## src/rtl/key_game_pkg.sv

```systemverilog
// Shared constants for the key-driven sprite mover: direction bit indices,
// FSM state encodings and the visible screen size.
package key_game_pkg;

    localparam int DIR_L = 0;
    localparam int DIR_R = 1;
    localparam int DIR_U = 2;
    localparam int DIR_D = 3;

    localparam int SCREEN_W = 640;
    localparam int SCREEN_H = 480;

    typedef enum logic [2:0] {
        S_IDLE   = 3'b001,
        S_ARMED  = 3'b010,
        S_UPDATE = 3'b100
    } move_state_t;

endpackage

```

## src/rtl/axis_step_clamp.sv

```systemverilog
// One axis of sprite motion: steps pos toward 0 (dec) or toward MAX (inc),
// clamping at the bound and flagging which direction was clamped.
module axis_step_clamp #(
    parameter int MAX  = 608,
    parameter int STEP = 8
) (
    input  logic [9:0] pos,
    input  logic       dec,
    input  logic       inc,
    output logic [9:0] nxt,
    output logic       hit_dec,
    output logic       hit_inc
);

    localparam logic [10:0] STEP_W = 11'(STEP);
    localparam logic [10:0] MAX_W  = 11'(MAX);
    localparam logic [9:0]  MAX_P  = 10'(MAX);

    logic [10:0] pos_w;
    logic [10:0] sum;
    logic [10:0] diff;

    assign pos_w = {1'b0, pos};
    assign sum   = pos_w + STEP_W;
    assign diff  = pos_w - STEP_W;

    // Opposing requests cancel; a single request steps or clamps at the bound.
    always_comb begin
        nxt     = pos;
        hit_dec = 1'b0;
        hit_inc = 1'b0;
        case ({dec, inc})
            2'b10: begin
                if (pos_w < STEP_W) begin
                    nxt     = 10'd0;
                    hit_dec = 1'b1;
                end else begin
                    nxt     = diff[9:0];
                end
            end
            2'b01: begin
                if (sum > MAX_W) begin
                    nxt     = MAX_P;
                    hit_inc = 1'b1;
                end else begin
                    nxt     = sum[9:0];
                end
            end
            default: begin
                nxt = pos;
            end
        endcase
    end

endmodule

```

## src/rtl/key_move_ctrl.sv

```systemverilog
// Latches key press pulses as pending moves and applies them to the sprite
// position once per frame, so the position never changes mid-scan.
module key_move_ctrl
    import key_game_pkg::*;
#(
    parameter int H_ACTIVE = SCREEN_W,
    parameter int V_ACTIVE = SCREEN_H,
    parameter int OBJ_W    = 32,
    parameter int OBJ_H    = 32,
    parameter int STEP     = 8,
    parameter int X_INIT   = 304,
    parameter int Y_INIT   = 224
) (
    input  logic       clk,
    input  logic       rst_n,
    input  logic       left_flag,
    input  logic       right_flag,
    input  logic       up_flag,
    input  logic       down_flag,
    input  logic       frame_tick,
    output logic [9:0] pos_x,
    output logic [9:0] pos_y,
    output logic [3:0] edge_hit,
    output logic       update_done
);

    move_state_t state;
    logic [3:0]  pend;
    logic [3:0]  mv;
    logic [3:0]  flags;
    logic [9:0]  nxt_x;
    logic [9:0]  nxt_y;
    logic        hit_l;
    logic        hit_r;
    logic        hit_u;
    logic        hit_d;

    assign flags[DIR_L] = left_flag;
    assign flags[DIR_R] = right_flag;
    assign flags[DIR_U] = up_flag;
    assign flags[DIR_D] = down_flag;

    axis_step_clamp #(
        .MAX  (H_ACTIVE - OBJ_W),
        .STEP (STEP)
    ) u_clamp_x (
        .pos     (pos_x),
        .dec     (mv[DIR_L]),
        .inc     (mv[DIR_R]),
        .nxt     (nxt_x),
        .hit_dec (hit_l),
        .hit_inc (hit_r)
    );

    axis_step_clamp #(
        .MAX  (V_ACTIVE - OBJ_H),
        .STEP (STEP)
    ) u_clamp_y (
        .pos     (pos_y),
        .dec     (mv[DIR_U]),
        .inc     (mv[DIR_D]),
        .nxt     (nxt_y),
        .hit_dec (hit_u),
        .hit_inc (hit_d)
    );

    // Move FSM with pending-request latch and registered position/pulse outputs.
    always_ff @(posedge clk) begin
        if (!rst_n) begin
            state       <= S_IDLE;
            pend        <= 4'd0;
            mv          <= 4'd0;
            pos_x       <= 10'(X_INIT);
            pos_y       <= 10'(Y_INIT);
            edge_hit    <= 4'd0;
            update_done <= 1'b0;
        end else begin
            edge_hit    <= 4'd0;
            update_done <= 1'b0;
            case (state)
                S_IDLE: begin
                    pend <= pend | flags;
                    if (flags != 4'd0) begin
                        state <= S_ARMED;
                    end else begin
                        state <= S_IDLE;
                    end
                end
                S_ARMED: begin
                    if (frame_tick) begin
                        mv    <= pend | flags;
                        pend  <= 4'd0;
                        state <= S_UPDATE;
                    end else begin
                        pend  <= pend | flags;
                        state <= S_ARMED;
                    end
                end
                S_UPDATE: begin
                    // A tick landing here is ignored; new presses wait for the next frame.
                    pos_x                <= nxt_x;
                    pos_y                <= nxt_y;
                    edge_hit[DIR_L]      <= hit_l;
                    edge_hit[DIR_R]      <= hit_r;
                    edge_hit[DIR_U]      <= hit_u;
                    edge_hit[DIR_D]      <= hit_d;
                    update_done          <= 1'b1;
                    mv                   <= 4'd0;
                    pend                 <= pend | flags;
                    if ((pend | flags) != 4'd0) begin
                        state <= S_ARMED;
                    end else begin
                        state <= S_IDLE;
                    end
                end
                default: begin
                    state <= S_IDLE;
                    pend  <= 4'd0;
                    mv    <= 4'd0;
                end
            endcase
        end
    end

endmodule
```

## config.mk

```make
export PLATFORM = sky130hd
export DESIGN_NAME = key_move_ctrl
export DESIGN_NICKNAME = d
export VERILOG_FILES = /design/src/rtl/key_game_pkg.sv /design/src/rtl/axis_step_clamp.sv /design/src/rtl/key_move_ctrl.sv
export SDC_FILE = /design/constraint.sdc
export NUM_CORES = 1
export LEC_CHECK = 0
export ABC_AREA = 0
export CAP_MARGIN = 20
export CORE_MARGIN = 2
export CORE_UTILIZATION = 58
export DETAILED_ROUTE_END_ITERATION = 12
export GPL_TIMING_DRIVEN = 0
export HOLD_SLACK_MARGIN = 0.02
export PLACE_DENSITY = 0.9
export SLEW_MARGIN = 25
export SYNTH_ARGS = -nofsm -noshare
export SYNTH_HDL_FRONTEND = slang
export SYNTH_SLANG_ARGS = --single-unit
```

## constraint.sdc

```tcl
create_clock -name clk -period 3.75 [get_ports clk]
set_clock_uncertainty 0.05 [all_clocks]
set_input_delay 0.9375 -clock clk [delete_from_list [all_inputs] [get_ports clk]]
set_output_delay 0.9375 -clock clk [all_outputs]
set_load 0.02 [all_outputs]
```

[Yosys cells after proc, flatten, opt, wreduce, memory -nomap -nowiden]
Cells that the tools add are included.
Storage, ports and cells
  register bits after elaboration: 36
  input bits: 7
  output and inout port bits: 25
Cells by class
  $add $sub $neg: 4
  $lt $le $gt $ge: 4
  equal/unequal tests: 8
  mux-type cells: 19
  bitwise operators: 2
  reduce and logical (&&, ||, !) cells: 12
Operator list (number)
  $mux 10: 4
  $pmux 10 s2: 2
  $add 10x4->11 const B: 2
  $lt 10x4->1 const B: 2
  $sub 10x4->10 const B: 2
  $pmux 4 s2: 2
  $reduce_and 3->1: 4
  $gt 11x10->1 const B: 1
  $gt 11x9->1 const B: 1
  $pmux 3 s3: 1
  $mux 4: 2
  $reduce_bool 4->1: 2
  $reduce_and 2->1: 3
  $mux 1: 5
  $eq 2x1->1 const B: 2
  $eq 2x2->1 const B: 2
  $mux 2: 2
  $or 4x4->4: 1
  $reduce_bool 2->1: 2
  $eq 3x1->1 const B: 1
  $eq 3x2->1 const B: 1
  $eq 3x3->1 const B: 1
  $mux 3: 1
  $ne 2x2->1 const B: 1
  other kinds (2): 2

[Depth between registers and ports, before layout]
Gate-level depths: netlist (run 1).
  word-level depth: 4
  mapped depth: 8
  gate-level depth less buffers: 7

[Hierarchy]
From an unflattened synthesis (run 1), not the netlist that was laid out.
Unflattened totals
  cells, all modules: 330
  area, all modules: 2587.5 um^2
Modules (own cells, without submodules)
  key_move_ctrl: times used 1, cells each 144, area an instance 1343.8 um^2
  axis_step_clamp at u_clamp_x: times used 1, cells each 101, area an instance 645.6 um^2
  axis_step_clamp at u_clamp_y: times used 1, cells each 85, area an instance 598.1 um^2

[Least setup slack after synthesis (run 1)]
OpenSTA, ideal clock, no wires.
  path kind: register -> register
  from: reg pos_x[3]
  to: reg pos_x[5]
  library setup time: 0.122 ns
  data arrival time: 2.028 ns
  required time: 3.578 ns
  slack: 1.550 ns
  stages on the path, launching flop included: 8
  path buffers: 1
  period minus slack after synthesis: 2.200 ns
  path through: dfxtp_1 > ha_1 > and3_1 > buf_6 > or3_1 > a211oi_2 > nor4b_2 > o32a_1
Between the ends
  cells in the longest elaborated chain, start to end: 4
  elaborated cells between the ends (all ways): 7
  those cells by class: add/sub: 2; order compare: 2; mux: 3
Ends and longest elaborated chain
  start: declaration: line key_move_ctrl.sv:21  | output logic [9:0] pos_x,
  start signal: assignment: line key_move_ctrl.sv:73  | pos_x <= 10'(X_INIT);
  start signal: assignment: line key_move_ctrl.sv:101  | pos_x <= nxt_x;
  $add 10x4->11: line axis_step_clamp.sv:24  | assign sum = pos_w + STEP_W;
  $gt 11x10->1: line axis_step_clamp.sv:42  | if (sum > MAX_W) begin
  $mux 10: line axis_step_clamp.sv:42
  $pmux 10 s2 *: line axis_step_clamp.sv:32  | case ({dec, inc})
Every way passes the cells marked *; elsewhere a longest branch is shown, timed or not.
A chain may end at the register's enable or synchronous reset.

[Worst setup path in the final report (run 1)]
  from: reg pos_y[4]
  to: out pos_y[4]
RTL lines
  start: declaration: line key_move_ctrl.sv:22  | output logic [9:0] pos_y,
  start signal: assignment: line key_move_ctrl.sv:74  | pos_y <= 10'(Y_INIT);
  start signal: assignment: line key_move_ctrl.sv:102  | pos_y <= nxt_y;
No word-level cell between the ends.

==> impl_metrics.xml, run 1 <==
<?xml version="1.0" encoding="UTF-8"?>
<metrics>
  <group name="hold_path">
    <metric name="min_to" unit="">pend[0]</metric>
    <metric name="hold_path.startpoint" unit="">pend[0]</metric>
    <metric name="hold_class" unit="">flop to flop</metric>
    <metric name="min_path_cells" unit="">2</metric>
  </group>
  <group name="grt">
    <metric name="grt_antenna_before_repair" unit="">0</metric>
    <metric name="pin_count_of_the_biggest_net_entering_global_routing" unit="">11</metric>
    <metric name="global_route_wire_length_before_repair" unit="mm">8.05</metric>
    <metric name="total_routing_usage_gr" unit="%">25.4</metric>
    <metric name="grt_pass1_vias" unit="">1841</metric>
    <metric name="globalRouteOverflowTotal" unit="">0</metric>
  </group>
  <group name="cells_and_area">
    <metric name="area.growth.synth_to_final" unit="%">19.4</metric>
    <metric name="diodes_inserted" unit="">0</metric>
    <metric name="final_nets" unit="">306</metric>
    <metric name="stdcell_area" unit="sq um">2410</metric>
    <metric name="post_route_cells_drive_above_1_share" unit="%">8.90</metric>
    <metric name="postLayoutCoreUtil" unit="%">72.1</metric>
    <metric name="nFillCells" unit="">288</metric>
  </group>
  <group name="power_and_ir_drop">
    <metric name="power_per_cell_area" unit="nW/um^2">252</metric>
    <metric name="power.total" unit="mW">0.606</metric>
    <metric name="vdd_ir_drop_max" unit="mV">0.189</metric>
    <metric name="cellLeakagePower" unit="nW">0.857</metric>
  </group>
  <group name="timing">
    <metric name="post_route_minimum_period" unit="ns">2.50</metric>
    <metric name="rsz_0062_raised_after_global_routing" unit="">no</metric>
    <metric name="setup-tns-final" unit="ns">0</metric>
    <metric name="period_share" unit="%">66.6</metric>
    <metric name="worst_slew_pin_slew" unit="ns">0.601</metric>
    <metric name="f_max" unit="MHz">400</metric>
    <metric name="relSlewSlack" unit="%">59.9</metric>
    <metric name="final_hold_viol_count" unit="">0</metric>
    <metric name="finalMaxSlewViolations" unit="">0</metric>
    <metric name="report.final.setup_viol" unit="">0</metric>
  </group>
  <group name="synthesis">
    <metric name="post_synth_instance_area" unit="sq um">2020</metric>
    <metric name="synth_ff_type" unit="">dfxtp_1</metric>
    <metric name="synth.yosys.warnings" unit="">0</metric>
    <metric name="ys_seq_area_share" unit="%">29.8</metric>
    <metric name="post_synth_inst_count" unit="">254</metric>
    <metric name="synthTopCellsByArea" unit="">dfxtp_1 (30%), ha_1 (5.0%), o21ai_0 (4.2%)</metric>
    <metric name="synthDominantAreaCellType" unit="">dfxtp_1</metric>
    <metric name="synth_top_area_share" unit="%">29.8</metric>
    <metric name="ys_seq_elements" unit="">30</metric>
    <metric name="syn-mean-instance-area" unit="sq um">7.94</metric>
    <metric name="synth.lib_cells_used.distinct" unit="">60</metric>
    <metric name="synth-async-reset-ratio" unit="%">0</metric>
    <metric name="number_of_flops_mapped_to_enable_cells_by_yosys" unit="">0</metric>
  </group>
  <group name="setup_path">
    <metric name="largest_driver_fanout_on_the_critical_path" unit="">9</metric>
    <metric name="setup.worst_path.start_class" unit="">flop</metric>
    <metric name="cp_slowest_stage_delay" unit="ns">0.66</metric>
    <metric name="timing.critical_path.slowest_stage_cell" unit="">clkdlybuf4s50_1</metric>
    <metric name="worstReg2RegStart" unit="">pos_x[4]</metric>
    <metric name="worst_setup_path_end_kind" unit="">output port</metric>
    <metric name="worst-path-buf-inv" unit="">1</metric>
    <metric name="cell_by_cell_listing_of_the_critical_path" unit="">clkdlybuf4s50_1</metric>
    <metric name="r2r_setup_slack" unit="ns">1.36</metric>
    <metric name="required_time_of_the_critical_path" unit="ns">2.76</metric>
    <metric name="critical_path_arrival" unit="ns">1.51</metric>
    <metric name="timing.critical_path.max_delay_family" unit="">buffers and inverters</metric>
    <metric name="critical_path_class" unit="">flop to output port</metric>
    <metric name="worst_r2r_path_depth" unit="">7</metric>
    <metric name="r2r-end" unit="">pos_x[5]</metric>
  </group>
  <group name="detailed_routing">
    <metric name="detail_route.vias_per_cell" unit="">6.10</metric>
    <metric name="drcViolationCount" unit="">0</metric>
    <metric name="first_pass_iters" unit="">5</metric>
    <metric name="antenna_violating_nets_post_route" unit="">0</metric>
    <metric name="drt_iter0_markers" unit="">169</metric>
    <metric name="finalWirelength" unit="mm">4.70</metric>
    <metric name="routed_wire_length_per_instance" unit="um">13.9</metric>
    <metric name="num_vias" unit="">2061</metric>
  </group>
  <group name="clocking">
    <metric name="clock_input_transition_at_the_sequential_cells_of_the_worst_setup_and_hold_paths" unit="ns">0.10</metric>
    <metric name="cts-buffers-inserted" unit="">5</metric>
    <metric name="clock_sink_count" unit="">30</metric>
    <metric name="ctsHtreeMaxLevel" unit="">2</metric>
    <metric name="cts_resized" unit="">0</metric>
    <metric name="insertion_delay" unit="ns">0.33</metric>
    <metric name="cts_root_buf" unit="">clkbuf_4</metric>
    <metric name="clock_tree.buffer_depth" unit="">2</metric>
    <metric name="clock_tree_from_tritoncts" unit="">yes</metric>
    <metric name="hold_bufs_at_cts" unit="">0</metric>
    <metric name="cts_post_setup_buffers_inserted" unit="">0</metric>
  </group>
  <group name="die">
    <metric name="row_count" unit="">21</metric>
    <metric name="fp.dieH" unit="um">63.0</metric>
    <metric name="floorplan.initialDensity" unit="%">60.4</metric>
    <metric name="design.portCount" unit="">32</metric>
    <metric name="core" unit="sq um">3340</metric>
    <metric name="die-width" unit="um">63.0</metric>
    <metric name="dieArea" unit="sq um">3970</metric>
  </group>
  <group name="run">
    <metric name="drv_cap" unit="">0</metric>
  </group>
  <group name="place">
    <metric name="place.gp.congestion" unit="">0.911</metric>
    <metric name="i_o_buffers" unit="">25</metric>
    <metric name="place.detailed.hpwl" unit="mm">3.43</metric>
    <metric name="detailed_place.area" unit="sq um">2340</metric>
  </group>
  <group name="outcome">
    <metric name="status" unit="">completed</metric>
  </group>
</metrics>
layout make-up:
class                   instances  area, sq um  share of cell area [%]
multi-input cells             190         1250                    51.9
inverters                      14         52.6                    2.18
clock inverters                 2         12.5                   0.520
plain buffers                  25          134                    5.56
repair buffers                 25          250                    10.4
flip-flops and latches         30          601                    24.9
well taps                      46         57.6                    2.39
clock buffers                   6         51.3                    2.13
power breakdown:
part / total [mW] / switching [mW] / leakage (nW) / internal, mW
Combinational: 0.0658 / 0.0379 / 0.579 / 0.0279
Sequential: 0.336 / 0.00671 / 0.243 / 0.329
Clock: 0.204 / 0.114 / 0.0343 / 0.0900
worst max-delay path by stage:
stage / start / to / depth (start not counted)
2_1_floorplan: pos_x[3] / pos_x[5] / 7
3_3_place_gp: rst_n / pos_y[4] / 5
3_5_place_dp: rst_n / pos_y[4] / 5
4_1_cts: pos_y[4] / pos_y[4] / 1
5_1_grt: pos_x[4] / pos_x[6] / 7
6_report: pos_y[4] / pos_y[4] / 1
through the flow:
| stage | hold slack [ns] | worst slack (ns) | instances |
|---|---|---|---|
| 4_1_cts | 0.433 | 1.24 | 338 |
| 5_1_grt | 0.454 | 1.15 | 338 |
| 2_1_floorplan | 0.379 | 1.55 | 259 |
| 3_5_place_dp | 0.407 | 1.05 | 330 |
| 6_report | 0.428 | 1.25 | 338 |
| 3_3_place_gp | 0.403 | 1.12 | 330 |
cells by family (layout without fill, tap and decap cells):
kind of cell	after synthesis	count (layout)	synth area share [%]
xor+xnor	5	5	2.17
compound gates	71	71	25.8
buf+inv	39	72	9.24
flops	30	30	29.8
other cells	1	6	0.186
simple gates	97	97	26.4
fa+ha+maj	8	8	4.96
mux	3	3	1.49
flip-flops by register name, indices dropped and copies added (netlist names):
name	count
edge_hit	4
mv	4
pend	4
pos_x	7
pos_y	7
state	3
update_done	1
synth_stat cells, types with 2 or more instances:
cell type	count
nand2_1	17
nor4_1	5
buf_4	6
nor2_1	22
o21a_1	2
o211ai_1	4
o221a_1	2
o31a_1	2
a21oi_1	10
and2_1	3
a41oi_1	3
nand2b_1	5
and3_1	5
inv_1	12
clkbuf_1	14
xnor2_1	4
buf_2	2
nand3b_1	2
a211o_1	2
a31oi_1	4
nand3_1	8
nor3_1	7
a21boi_0	3
nand4_1	4
o221ai_1	2
buf_6	2
or3_1	5
ha_1	8
nor3b_1	6
dfxtp_1	30
mux2i_1	3
o31ai_1	5
o21ai_0	17
inv_2	2
layer usage:
layer	track usage, %	part of all wire (%)	vias up
li1	-	-	995
met1	32.2	43	938
met2	39.6	46	108
met3	5.05	7.9	20
met4	15.0	3.6	0
met5	0	0	-
cell usage in the layout (no fill, tap or decap), types with 3 or more instances in the layout:
| cell type | netlist | routed |
|---|---|---|
| a21boi_0 | 3 | 3 |
| a21oi_1 | 10 | 10 |
| a31oi_1 | 4 | 4 |
| a41oi_1 | 3 | 3 |
| and2_1 | 3 | 3 |
| and3_1 | 5 | 5 |
| buf_4 | 6 | 6 |
| clkbuf_1 | 14 | 14 |
| clkbuf_4 | 0 | 5 |
| clkdlybuf4s50_1 | 0 | 25 |
| conb_1 | 1 | 6 |
| dfxtp_1 | 30 | 30 |
| ha_1 | 8 | 8 |
| inv_1 | 12 | 12 |
| mux2i_1 | 3 | 3 |
| nand2_1 | 17 | 17 |
| nand2b_1 | 5 | 5 |
| nand3_1 | 8 | 8 |
| nand4_1 | 4 | 4 |
| nor2_1 | 22 | 22 |
| nor3_1 | 7 | 7 |
| nor3b_1 | 6 | 6 |
| nor4_1 | 5 | 5 |
| o211ai_1 | 4 | 4 |
| o21ai_0 | 17 | 17 |
| o31ai_1 | 5 | 5 |
| or3_1 | 5 | 5 |
| xnor2_1 | 4 | 4 |
Power figures use the tool's default switching activity.
==> run 2, diff against run 1 <==
Settings changed: CORE_UTILIZATION 58 to 54, PLACE_DENSITY 0.9 to 0.85.
Clock period 3.75 ns to 2.5 ns, I/O delays scaled along.
==> run 2 against run 1 <==
- sequential cell count unchanged
- sequential power rose by 51%
- clock-buffer cell count stayed put
- core utilization shrank 5.0 points
- setup slack worse by 1.1 ns
- via count shrank 2.1%
- die area up 6.9%
- sequential share of layout area fell by 0.35 points
- critical path depth grew 6
- critical path type is now flop to flop
- critical endpoint is now pos_x[5]
- cell count increased by 0.59%
==> impl_metrics.xml, run 2 (synthesis gave the netlist of run 1 again) <==
<?xml version="1.0" encoding="UTF-8"?>
<metrics>
  <group name="outcome">
    <metric name="status" unit="">completed</metric>
  </group>
  <group name="timing">
    <metric name="rsz_0062_raised_after_global_routing" unit="">no</metric>
    <metric name="setup-tns-final" unit="ns">0</metric>
    <metric name="report.final.setup_viol" unit="">0</metric>
    <metric name="final_hold_viol_count" unit="">0</metric>
    <metric name="worst_slew_pin_slew" unit="ns">0.618</metric>
    <metric name="finalMaxSlewViolations" unit="">0</metric>
    <metric name="holdWs" unit="ns">0.421</metric>
    <metric name="relSlewSlack" unit="%">58.7</metric>
    <metric name="period_share" unit="%">93.6</metric>
    <metric name="post_route_minimum_period" unit="ns">2.34</metric>
    <metric name="f_max" unit="MHz">428</metric>
  </group>
  <group name="clocking">
    <metric name="cts_root_buf" unit="">clkbuf_8</metric>
    <metric name="cts_post_setup_buffers_inserted" unit="">0</metric>
    <metric name="clock_tree_from_tritoncts" unit="">yes</metric>
    <metric name="cts-buffers-inserted" unit="">5</metric>
    <metric name="hold_bufs_at_cts" unit="">0</metric>
    <metric name="insertion_delay" unit="ns">0.28</metric>
    <metric name="clock_sink_count" unit="">30</metric>
    <metric name="cts_resized" unit="">0</metric>
    <metric name="ctsHtreeMaxLevel" unit="">2</metric>
    <metric name="clock_input_transition_at_the_sequential_cells_of_the_worst_setup_and_hold_paths" unit="ns">0.07</metric>
    <metric name="clock_tree.buffer_depth" unit="">2</metric>
  </group>
  <group name="detailed_routing">
    <metric name="detail_route.vias_per_cell" unit="">5.93</metric>
    <metric name="antenna_violating_nets_post_route" unit="">0</metric>
    <metric name="num_vias" unit="">2017</metric>
    <metric name="routed_wire_length_per_instance" unit="um">14.1</metric>
    <metric name="drt_iter0_markers" unit="">241</metric>
    <metric name="drcViolationCount" unit="">0</metric>
    <metric name="finalWirelength" unit="mm">4.80</metric>
    <metric name="first_pass_iters" unit="">4</metric>
  </group>
  <group name="grt">
    <metric name="globalRouteOverflowTotal" unit="">0</metric>
    <metric name="grt_pass1_vias" unit="">1849</metric>
    <metric name="global_route_wire_length_before_repair" unit="mm">8.21</metric>
    <metric name="total_routing_usage_gr" unit="%">24.6</metric>
    <metric name="grt_antenna_before_repair" unit="">0</metric>
    <metric name="pin_count_of_the_biggest_net_entering_global_routing" unit="">11</metric>
  </group>
  <group name="die">
    <metric name="design.portCount" unit="">32</metric>
    <metric name="floorplan.initialDensity" unit="%">55.5</metric>
    <metric name="die-width" unit="um">65.1</metric>
    <metric name="row_count" unit="">22</metric>
    <metric name="core" unit="sq um">3630</metric>
    <metric name="fp.dieH" unit="um">65.1</metric>
    <metric name="dieArea" unit="sq um">4240</metric>
  </group>
  <group name="cells_and_area">
    <metric name="layout.cells.most_common_list" unit="">dfxtp_1 (30), clkdlybuf4s50_1 (25), nor2_1 (22)</metric>
    <metric name="postLayoutCoreUtil" unit="%">67.2</metric>
    <metric name="area.growth.synth_to_final" unit="%">21.0</metric>
    <metric name="most_frequent_standard_cell_in_the_layout_excluding_fill_and_tap_cells" unit="">dfxtp_1</metric>
    <metric name="stdcell_area" unit="sq um">2440</metric>
    <metric name="final_nets" unit="">306</metric>
    <metric name="largestRegisters" unit="">pos_x: 7 flops, pos_y: 7 flops</metric>
    <metric name="diodes_inserted" unit="">0</metric>
    <metric name="post_route_cells_drive_above_1_share" unit="%">8.90</metric>
  </group>
  <group name="hold_path">
    <metric name="hold_class" unit="">flop to flop</metric>
    <metric name="hold_path.startpoint" unit="">pend[1]</metric>
  </group>
  <group name="setup_path">
    <metric name="worst-path-buf-inv" unit="">1</metric>
    <metric name="largest_driver_fanout_on_the_critical_path" unit="">6</metric>
    <metric name="cp_slowest_stage_delay" unit="ns">0.39</metric>
    <metric name="critical_path_class" unit="">flop to flop</metric>
    <metric name="timing.critical_path.slowest_stage_cell" unit="">a211oi_2</metric>
    <metric name="worstReg2RegStart" unit="">pos_x[4]</metric>
    <metric name="critical_path_arrival" unit="ns">2.46</metric>
    <metric name="setup.worst_path.start_class" unit="">flop</metric>
    <metric name="worst_setup_path_end_kind" unit="">flop</metric>
    <metric name="worstSetupStartpoint" unit="">pos_x[4]</metric>
    <metric name="timing.critical_path.max_delay_family" unit="">compound AO/OA/AOI/OAI gates</metric>
    <metric name="cell_by_cell_listing_of_the_critical_path" unit="">ha_1, and3_1, buf_6, or3_1, a211oi_2, nor4b_2, o32a_1</metric>
    <metric name="required_time_of_the_critical_path" unit="ns">2.63</metric>
  </group>
  <group name="power_and_ir_drop">
    <metric name="power_per_cell_area" unit="nW/um^2">416</metric>
    <metric name="power.total" unit="mW">1.02</metric>
    <metric name="cellLeakagePower" unit="nW">0.870</metric>
    <metric name="vdd_ir_drop_max" unit="mV">0.373</metric>
  </group>
  <group name="run">
    <metric name="drv_cap" unit="">0</metric>
  </group>
  <group name="place">
    <metric name="place.gp.congestion" unit="">0.912</metric>
    <metric name="detailed_place.area" unit="sq um">2350</metric>
    <metric name="place.detailed.hpwl" unit="mm">3.51</metric>
    <metric name="i_o_buffers" unit="">25</metric>
  </group>
</metrics>
==> run 2: cell count changes in the layout (fill, tap and decap cells not counted) <==
cell,previous run,this run
clkbuf_4,5,0
clkbuf_8,1,6
==> run 2: metal layers <==
layer  global-route usage [%]  part of all wire [%]
met5                        0                     0
met4                     9.38                   1.2
met3                     5.31                   5.5
met2                     41.0                    49
met1                     31.1                    44
==> run 2: final cells by class <==
| class | instances | area (sq um) |
|---|---|---|
| multi-input cells | 190 | 1250 |
| flip-flops and latches | 30 | 601 |
| clock inverters | 2 | 12.5 |
| clock buffers | 6 | 82.6 |
| repair buffers | 25 | 250 |
| fillers | 306 | 1190 |
| inverters | 14 | 52.6 |
| well taps | 48 | 60.1 |
| plain buffers | 25 | 134 |
==> run 2: worst paths after layout <==
| path | endpoint | slack, ns | depth (start not counted) |
|---|---|---|---|
| max | pos_x[5] | 0.16 | 7 |
| max reg2reg | pos_x[5] | 0.16 | 7 |
| min reg2reg | pend[1] | 0.42 | 2 |
| min | pend[1] | 0.42 | 2 |
==> run 2: worst min-delay path: stages, from the launching register on <==
cell     delay (ns)
dfxtp_1        0.31
nor2_1         0.06
nor2_1         0.07
==> run 2: through the flow <==
stage | setup slack, ns | instances
3_3_place_gp | 0.198 | 332
4_1_cts | 0.186 | 340
5_1_grt | 0.0595 | 340
2_1_floorplan | 0.300 | 259
6_report | 0.161 | 340
3_5_place_dp | 0.187 | 332
==> run 2: power by group <==
group,total [mW],switching (mW),leakage (nW),internal [mW]
combinational,0.0990,0.0572,0.579,0.0418
clock,0.411,0.190,0.0472,0.221
sequential,0.506,0.0110,0.243,0.495
==> run 3, diff against run 2 <==
Settings changed: CORE_UTILIZATION 54 to 56, CTS_BUF_LIST set to sky130_fd_sc_hd__clkbuf_8, GPL_TIMING_DRIVEN 0 to 1, PLACE_DENSITY 0.85 to 0.88.
==> run 3 against run 2 <==
- clock-buffer cell count did not move
- core utilization grew 4.4 points
- largest power group is now clock
- largest cell class unchanged
- combinational power down 11%
- critical path type is now flop to output port
- global-route usage is 0.18 points lower
- sequential share of layout area rose by 0.14 points
- first-iteration DRC count shrank 53%
- total power up 19%
==> impl_metrics.xml, run 3 (synthesis gave the netlist of run 1 again) <==
<?xml version="1.0" encoding="UTF-8"?>
<metrics>
  <group name="outcome">
    <metric name="status" unit="">completed</metric>
  </group>
  <group name="detailed_routing">
    <metric name="detail_route.vias_per_cell" unit="">6.02</metric>
    <metric name="antenna_violating_nets_post_route" unit="">0</metric>
    <metric name="route.top_layer_used" unit="">met4</metric>
    <metric name="met1Wirelength" unit="mm">2.09</metric>
    <metric name="met2_length" unit="mm">2.26</metric>
    <metric name="routed_wire_length_per_instance" unit="um">14.8</metric>
    <metric name="first_pass_iters" unit="">4</metric>
    <metric name="finalWirelength" unit="mm">4.79</metric>
    <metric name="num_vias" unit="">1946</metric>
    <metric name="drcViolationCount" unit="">0</metric>
    <metric name="sum_of_met3_wire_segment_lengths_after_detailed_routing" unit="um">328</metric>
    <metric name="drt_iter0_markers" unit="">113</metric>
  </group>
  <group name="die">
    <metric name="row_count" unit="">21</metric>
    <metric name="design.portCount" unit="">32</metric>
    <metric name="die-width" unit="um">64.0</metric>
    <metric name="floorplan.initialDensity" unit="%">59.5</metric>
    <metric name="core" unit="sq um">3390</metric>
    <metric name="dieArea" unit="sq um">4100</metric>
    <metric name="fp.dieH" unit="um">64.0</metric>
  </group>
  <group name="clocking">
    <metric name="clock_input_transition_at_the_sequential_cells_of_the_worst_setup_and_hold_paths" unit="ns">0.06</metric>
    <metric name="clock_tree.buffer_depth" unit="">2</metric>
    <metric name="cts_post_setup_buffers_inserted" unit="">0</metric>
    <metric name="cts_resized" unit="">0</metric>
    <metric name="insertion_delay" unit="ns">0.28</metric>
    <metric name="ctsHtreeMaxLevel" unit="">2</metric>
    <metric name="clock_sink_count" unit="">30</metric>
    <metric name="cts_root_buf" unit="">clkbuf_8</metric>
    <metric name="cts-buffers-inserted" unit="">5</metric>
    <metric name="clock_tree_from_tritoncts" unit="">yes</metric>
    <metric name="hold_bufs_at_cts" unit="">0</metric>
  </group>
  <group name="setup_path">
    <metric name="worst_setup_path_end_kind" unit="">output port</metric>
    <metric name="setup.worst_path.start_class" unit="">flop</metric>
    <metric name="largest_driver_fanout_on_the_critical_path" unit="">10</metric>
    <metric name="worstSetupStartpoint" unit="">pos_x[5]</metric>
    <metric name="critical_path_class" unit="">flop to output port</metric>
    <metric name="critical_path_arrival" unit="ns">1.66</metric>
    <metric name="worstReg2RegStart" unit="">pos_x[3]</metric>
    <metric name="required_time_of_the_critical_path" unit="ns">1.82</metric>
  </group>
  <group name="cells_and_area">
    <metric name="final_nets" unit="">291</metric>
    <metric name="multi_input_area" unit="sq um">1250</metric>
    <metric name="most_frequent_standard_cell_in_the_layout_excluding_fill_and_tap_cells" unit="">dfxtp_1</metric>
    <metric name="diodes_inserted" unit="">0</metric>
    <metric name="layout.cells.most_common_list" unit="">dfxtp_1 (30), clkdlybuf4s50_1 (25), nor2_1 (22)</metric>
    <metric name="largestRegisters" unit="">pos_x: 7 flops, pos_y: 7 flops</metric>
    <metric name="seq_area" unit="sq um">601</metric>
    <metric name="nFillCells" unit="">252</metric>
    <metric name="stdcell_area" unit="sq um">2430</metric>
    <metric name="post_route_cells_drive_above_1_share" unit="%">9.39</metric>
    <metric name="area.growth.synth_to_final" unit="%">20.3</metric>
  </group>
  <group name="power_and_ir_drop">
    <metric name="power_per_cell_area" unit="nW/um^2">497</metric>
    <metric name="cellLeakagePower" unit="nW">0.874</metric>
    <metric name="power.share.switching" unit="%">20.6</metric>
    <metric name="vdd_ir_drop_max" unit="mV">0.649</metric>
    <metric name="share_comb_of_total_power" unit="%">7.3</metric>
    <metric name="register_share_of_total_power" unit="%">42.3</metric>
    <metric name="power_switching" unit="mW">0.248</metric>
    <metric name="internal_power" unit="mW">0.958</metric>
    <metric name="power.clock.fraction" unit="%">50.4</metric>
  </group>
  <group name="timing">
    <metric name="period_share" unit="%">93.2</metric>
    <metric name="post_route_minimum_period" unit="ns">2.33</metric>
    <metric name="rsz_0062_raised_after_global_routing" unit="">no</metric>
    <metric name="setup-tns-final" unit="ns">0</metric>
    <metric name="f_max" unit="MHz">429</metric>
    <metric name="final_hold_viol_count" unit="">0</metric>
    <metric name="finalMaxSlewViolations" unit="">0</metric>
    <metric name="report.final.setup_viol" unit="">0</metric>
  </group>
  <group name="grt">
    <metric name="grt_pass1_vias" unit="">1796</metric>
    <metric name="globalRouteOverflowTotal" unit="">0</metric>
    <metric name="pin_count_of_the_biggest_net_entering_global_routing" unit="">15</metric>
    <metric name="grt_antenna_before_repair" unit="">0</metric>
    <metric name="total_routing_usage_gr" unit="%">24.4</metric>
    <metric name="global_route_wire_length_before_repair" unit="mm">7.89</metric>
  </group>
  <group name="run">
    <metric name="drv_cap" unit="">0</metric>
  </group>
  <group name="hold_path">
    <metric name="hold_path.startpoint" unit="">pend[2]</metric>
    <metric name="hold_class" unit="">flop to flop</metric>
  </group>
  <group name="place">
    <metric name="place.gp.congestion" unit="">0.920</metric>
    <metric name="place.detailed.hpwl" unit="mm">3.34</metric>
    <metric name="i_o_buffers" unit="">25</metric>
    <metric name="detailed_place.area" unit="sq um">2280</metric>
  </group>
</metrics>
-- run 3: worst paths after layout --
kind | end | slack [ns] | cells after the start
setup / recovery | pos_x[5] | 0.17 | 2
hold reg to reg | pend[2] | 0.42 | 2
setup reg to reg | pos_x[5] | 0.19 | 6
hold / removal | pend[2] | 0.42 | 2
-- run 3: per-layer routing --
layer,GRT usage (%),vias up
met5,0,-
met4,11.7,0
met3,5.28,9
met2,40.5,83
met1,29.8,889
li1,-,965
-- run 3: area by class of cell --
cell class	instances	area share (%)
Tap cell	46	2.37
Clock buffer	6	3.40
Inverter	14	2.16
Timing Repair Buffer	35	13.4
Clock inverter	2	2.47
Sequential cell	30	24.7
Multi-Input combinational cell	190	51.4
-- run 3: critical path: stages (launching register included) --
cell,delay (ns)
dfxtp_1,0.55
buf_4,0.22
clkdlybuf4s50_1,0.60
-- run 3: power by group through the flow --
stage	logic, mW	clock network [mW]	registers, mW
2_1_floorplan	0.0728	0	0.513
3_3_place_gp	0.0841	0	0.520
3_5_place_dp	0.0860	0	0.521
4_1_cts	0.0868	0.611	0.510
5_1_grt	0.0960	0.637	0.513
6_report	0.0878	0.608	0.511
-- run 3: through the flow --
step / cells / util, % / worst slack, ns / power, mW / hold WS (ns)
after floorplan: 259 / - / 0.300 / 0.586 / 0.379
after global placement: 315 / 67.4 / 0.314 / 0.604 / 0.400
after detailed placement: 315 / 67.4 / 0.213 / 0.607 / 0.410
after CTS: 323 / 71.6 / 0.182 / 1.21 / 0.424
after global routing: 323 / 71.6 / 0.0631 / 1.25 / 0.461
final: 323 / 71.6 / 0.169 / 1.21 / 0.424
